**src/rtl/seq_det_prog_fsm.sv**
```systemverilog
// rtl/seq_det_prog_fsm.sv - runtime-programmable serial sequence detector (Moore)
// Pattern, length and overlap mode are loadable; matches are counted with saturation.
module seq_det_prog_fsm #(
  parameter int                 MAX_LEN         = 8,
  parameter int                 CNT_W           = 16,
  parameter logic [MAX_LEN-1:0] DEFAULT_PATTERN = 8'b0000_1011,
  parameter int                 DEFAULT_LEN     = 4,
  parameter bit                 DEFAULT_OVERLAP = 1'b1,
  localparam int                LW              = $clog2(MAX_LEN+1)
) (
  input  logic               clock,
  input  logic               reset_n,
  input  logic               in_valid,
  input  logic               sequence_in,
  input  logic               cfg_load,
  input  logic [MAX_LEN-1:0] cfg_pattern,
  input  logic [LW-1:0]      cfg_len,
  input  logic               cfg_overlap,
  input  logic               count_clr,
  output logic               detector_out,
  output logic [CNT_W-1:0]   match_count,
  output logic               cfg_len_err
);

  typedef enum logic [1:0] {IDLE, FILL, HUNT, MATCH} state_t;

  state_t             state;
  logic [MAX_LEN-2:0] hist;
  logic [LW-1:0]      fill;
  logic [MAX_LEN-1:0] pattern;
  logic [LW-1:0]      len;
  logic               overlap;

  logic [MAX_LEN-1:0] new_hist;
  logic [MAX_LEN-1:0] mask;
  logic [LW-1:0]      fill_inc;
  logic               match;
  logic               accept;
  logic               enter_match;
  logic               cfg_legal;

  always_comb begin
    new_hist = {hist, sequence_in};
    mask     = '0;
    for (int i = 0; i < MAX_LEN; i++) begin
      mask[i] = (LW'(i) < len);
    end
    fill_inc    = (fill >= len) ? len : fill + LW'(1);
    match       = (fill_inc >= len) && (((new_hist ^ pattern) & mask) == '0);
    accept      = in_valid && !cfg_load;
    enter_match = accept && match;
    cfg_legal   = (cfg_len != '0) && (cfg_len <= LW'(MAX_LEN));
  end

  always_ff @(posedge clock or negedge reset_n) begin
    if (!reset_n) begin
      state        <= IDLE;
      hist         <= '0;
      fill         <= '0;
      pattern      <= DEFAULT_PATTERN;
      len          <= LW'(DEFAULT_LEN);
      overlap      <= DEFAULT_OVERLAP;
      detector_out <= 1'b0;
      cfg_len_err  <= 1'b0;
    end else if (cfg_load) begin
      // The in-flight serial bit is dropped whether or not the load is legal.
      if (cfg_legal) begin
        pattern      <= cfg_pattern;
        len          <= cfg_len;
        overlap      <= cfg_overlap;
        hist         <= '0;
        fill         <= '0;
        state        <= IDLE;
        detector_out <= 1'b0;
        cfg_len_err  <= 1'b0;
      end else begin
        cfg_len_err  <= 1'b1;
      end
    end else begin
      cfg_len_err <= 1'b0;
      if (in_valid) begin
        hist <= new_hist[MAX_LEN-2:0];
        if (match) begin
          state        <= MATCH;
          detector_out <= 1'b1;
          fill         <= overlap ? fill_inc : '0;
        end else begin
          state        <= (fill_inc == len) ? HUNT : FILL;
          detector_out <= 1'b0;
          fill         <= fill_inc;
        end
      end else begin
        detector_out <= (state == MATCH);
      end
    end
  end

  // Clear wins over increment, but a match in the clearing cycle still counts.
  always_ff @(posedge clock or negedge reset_n) begin
    if (!reset_n) begin
      match_count <= '0;
    end else if (count_clr) begin
      match_count <= enter_match ? CNT_W'(1) : '0;
    end else if (enter_match && (match_count != '1)) begin
      match_count <= match_count + CNT_W'(1);
    end
  end

endmodule

```
**config.mk**
```make
export PLATFORM = sky130hd
export DESIGN_NAME = seq_det_prog_fsm
export DESIGN_NICKNAME = d
export VERILOG_FILES = /design/src/rtl/seq_det_prog_fsm.sv
export SDC_FILE = /design/constraint.sdc
export NUM_CORES = 1
export LEC_CHECK = 0
export ABC_AREA = 1
export BUFFER_PORTS_ARGS = -buffer_cell sky130_fd_sc_hd__buf_2
export CAP_MARGIN = 20
export CORE_MARGIN = 1
export CORE_UTILIZATION = 62
export DETAILED_ROUTE_END_ITERATION = 8
export PLACE_DENSITY = 0.85
export SYNTH_ARGS = -nofsm -noshare
export SYNTH_HDL_FRONTEND = slang
export SYNTH_SLANG_ARGS = --single-unit
```
**constraint.sdc**
```tcl
create_clock -name clock -period 5.5 [get_ports clock]
set_input_delay 0.825 -clock clock [delete_from_list [all_inputs] [get_ports clock]]
set_output_delay 0.825 -clock clock [all_outputs]
set_load 0.01 [all_outputs]
```
==> summary.txt <==
Clock tree
  • # hold bufs at CTS: 0
  • Setup Fix Bufs, Post-CTS: 0
  • # clock sinks: 44
  • Clock root cell: clkbuf_8
  • Htree depth: 2
  • CTS tree: yes
  • # resized after CTS: 0
  • Worst-skew pair later-pin latency: around 0.30 ns
  • CTS buffer count: 5
  • Clock transition at the registers of the reported paths: 0.10 ns
  • CTS max path bufs: 2

Setup path
  • FF-to-FF Start: len[3]
  • Worst path max stage delay: 0.49 ns
  • Worst path arrival time: 3.51 ns
  • Slowest CP cell: dfrtp_1
  • Setup slack, reg-to-reg: about 2.2 ns
  • Worst R2R Path Depth: 17
  • CP bufs+invs: 3
  • Most used cell along the critical path: nand2_1
  • Critical path class: flop to flop
  • Critical path peak fanout: 17
  • Crit-path cells: inv_2 -> ha_1 -> a21oi_1 -> nand3_1 -> o21ai_0 -> inv_1 -> ha_1 -> nand2_1 -> inv_1 -> nand2_1 -> nand2_1 -> nor2_1 -> nor2_4 -> nand4_4 -> nand2_4 -> nand2_1 -> nand2_1
  • RR Endpoint: match_count[0]
  • CP Capture Type: flop
  • CP Data Required Time: approximately 5.7 ns
  • CP startpoint kind: flop
  • Crit-path leading delay family: simple AND/OR/NAND/NOR gates

Timing
  • Worst rel slew slack: a little over a third
  • FMAX: approximately 0.30 GHz
  • RSZ-0062 raised after global routing: false
  • Skew final: 0.00909 ns
  • Final-report setup violation count: 0
  • Period utilization: 60.4%
  • Fin. max-slew vios: 0
  • Final hold viol count: 0
  • Final hold slack: 0.486 ns
  • Worst Tran Pin Value: 0.975 ns
  • TNS Setup: 0 ns
  • Min Tclk post-route: between 3 and 4 ns

Placed design
  • Routability cong.: between 0.8 and 0.9
  • Placed wire-length estimate: 4180 um
  • Area after DPL: 2980 um^2
  • Port bufs: 36

Floorplanning
  • Total I/O pin count: 37
  • Starting density of the core: 64.1%
  • Core area: 4350 um^2
  • Die area: 4770 um^2
  • Die Y: between 60 and 70 um
  • Die width: 69.1 um
  • FP Rows: 24

Synth
  • Cell Area, Synth: 2790 um^2
  • Sequential area share after synthesis: 39.7%
  • Synth unique cells: 35
  • Post-Syn Area per Cell: 7.88 um^2
  • Number of synthesized flops with an enable pin: 0
  • Top post-synthesis cells by count: nand2_1 (79), dfrtp_1 (39), nor2_1 (35)
  • Area leader, netlist: dfrtp_1
  • Mapped Nets: 383
  • Ranking of synthesized cells by area: dfrtp_1 (35%), nand2_1 (11%), nand2_2 (5.4%)
  • Most instantiated library cell after synthesis: nand2_1
  • Cells after Synth: 354
  • Ys Warns: 0
  • Ys async rst share: between 90% and 100%
  • #FFs+latches synth: between 40 and 50
  • Top FF cell, synth: dfrtp_1
  • Share of the synthesized area in the top cell type: 35.0%

GRT
  • Vias in the first global route: 2,392
  • Gr usage total: 27.3%
  • First-pass GRT wire length: 10,600 um
  • Initial antenna violation count: 0
  • Pin count of the biggest net entering global routing: 45
  • GRT overflow: 0

Cells and area
  • Final net count: between 400 and 500
  • Post-Route Utilization: 70.7%
  • Fill count: 348
  • Synthesis-to-finish area growth: 10.3%
  • Design area: 3080 um^2
  • Antenna Cells: 0
  • Multi-input gate area: about 1500 um^2
  • FF/Latch Area: 1110 um^2
  • Layout cells sized above 1: 27.4%

Power and ir drop
  • Worst vdd ir: 0.000210 V
  • Pwr Density: between 300 and 400 nW/um^2
  • Lkg Pwr: around 0.0016 uW
  • Post-layout total power: 942 uW

Worst hold path
  • HP Start: pattern[0]
  • Hold WC Path Type: flop to flop
  • Hold endpoint: pattern[0]
  • Hold Path Cell Cnt: 2

Route
  • Post-Route WL: around 6000 um
  • Wire per inst: 13.5 um
  • Antenna Violating Nets Remaining: 0
  • Remaining DRCs: 0
  • First-pass DRT Iterations: 4
  • Initial drt markers: 189
  • Routed vias/inst: 5.56
  • Overall via count from detail_route: between 2,000 and 2,500

Job
  • Max cap viols: 0

Run status
  • Outcome: finished clean
worst min-delay path, stage by stage, from the launching register on:
cell,delay (ns)
dfstp_2,0.38
inv_1,0.06
a21oi_1,0.06
cell usage in the layout, fill, tap and decap left out, types with 7 or more instances in the layout:
master,n
ha_1,10
inv_1,32
nor2_1,35
xor2_1,7
nand3_1,30
a21oi_1,18
dfrtp_1,39
nand2_1,79
o22ai_1,7
o21ai_0,9
nand2_2,24
nand3_2,11
buf_2,36
cell families (layout without fill, tap and decap cells):
family          Yosys count  count (layout)  share of synthesized area, %
flops                    44              44                          39.7
xor+xnor                  9               9                          2.83
buf+inv                  47              84                          7.26
mux                       3               3                          1.21
compound gates           41              41                          7.94
simple gates            200             200                          36.6
fa+ha+maj                10              10                          4.48
through the flow:
step | instances | setup WS, ns
5_1_grt | 443 | 1.95
3_3_place_gp | 435 | 2.35
6_report | 443 | 2.18
4_1_cts | 443 | 2.26
2_1_floorplan | 354 | 2.74
3_5_place_dp | 435 | 2.28
flip-flops by register name, summed over array words and instances (netlist names), 2 cells and up:
name and flops:
match_count 16, pattern 8, hist 7, fill 4
len 4, state 2
worst max path at each step:
stage,cells after the start,startpoint,slack (ns),to
6_report,17,len[3],2.18,match_count[0]
5_1_grt,17,len[3],1.95,match_count[9]
4_1_cts,17,len[3],2.26,match_count[0]
3_5_place_dp,17,len[3],2.28,match_count[0]
3_3_place_gp,17,len[3],2.35,match_count[0]
2_1_floorplan,18,len[2],2.74,match_count[3]
routing by layer:
| layer | global-route usage, % | up-vias | wire length [um] |
|---|---|---|---|
| met2 | 44.9 | 66 | 2870 |
| met3 | 5.12 | 8 | 268 |
| met5 | 0 | - | 0 |
| met4 | 8.39 | 0 | 73 |
| met1 | 36.6 | 1170 | 2760 |
| li1 | - | 1221 | - |
power breakdown:
part / switching [uW] / internal (uW) / total [uW]
clock network: 126 / 92.8 / 219
registers: 34.4 / 364 / 398
logic: 204 / 121 / 324
total: 365 / 577 / 942
layout make-up:
cell class	instances	area share, %
Clock inverter	3	0.813
Clock buffer	5	2.24
Multi-Input combinational cell	263	48.1
Sequential cell	44	36.0
Inverter	40	4.88
Timing Repair Buffer	36	5.86
Tap cell	52	2.11
Power figures use the tool's default switching activity.
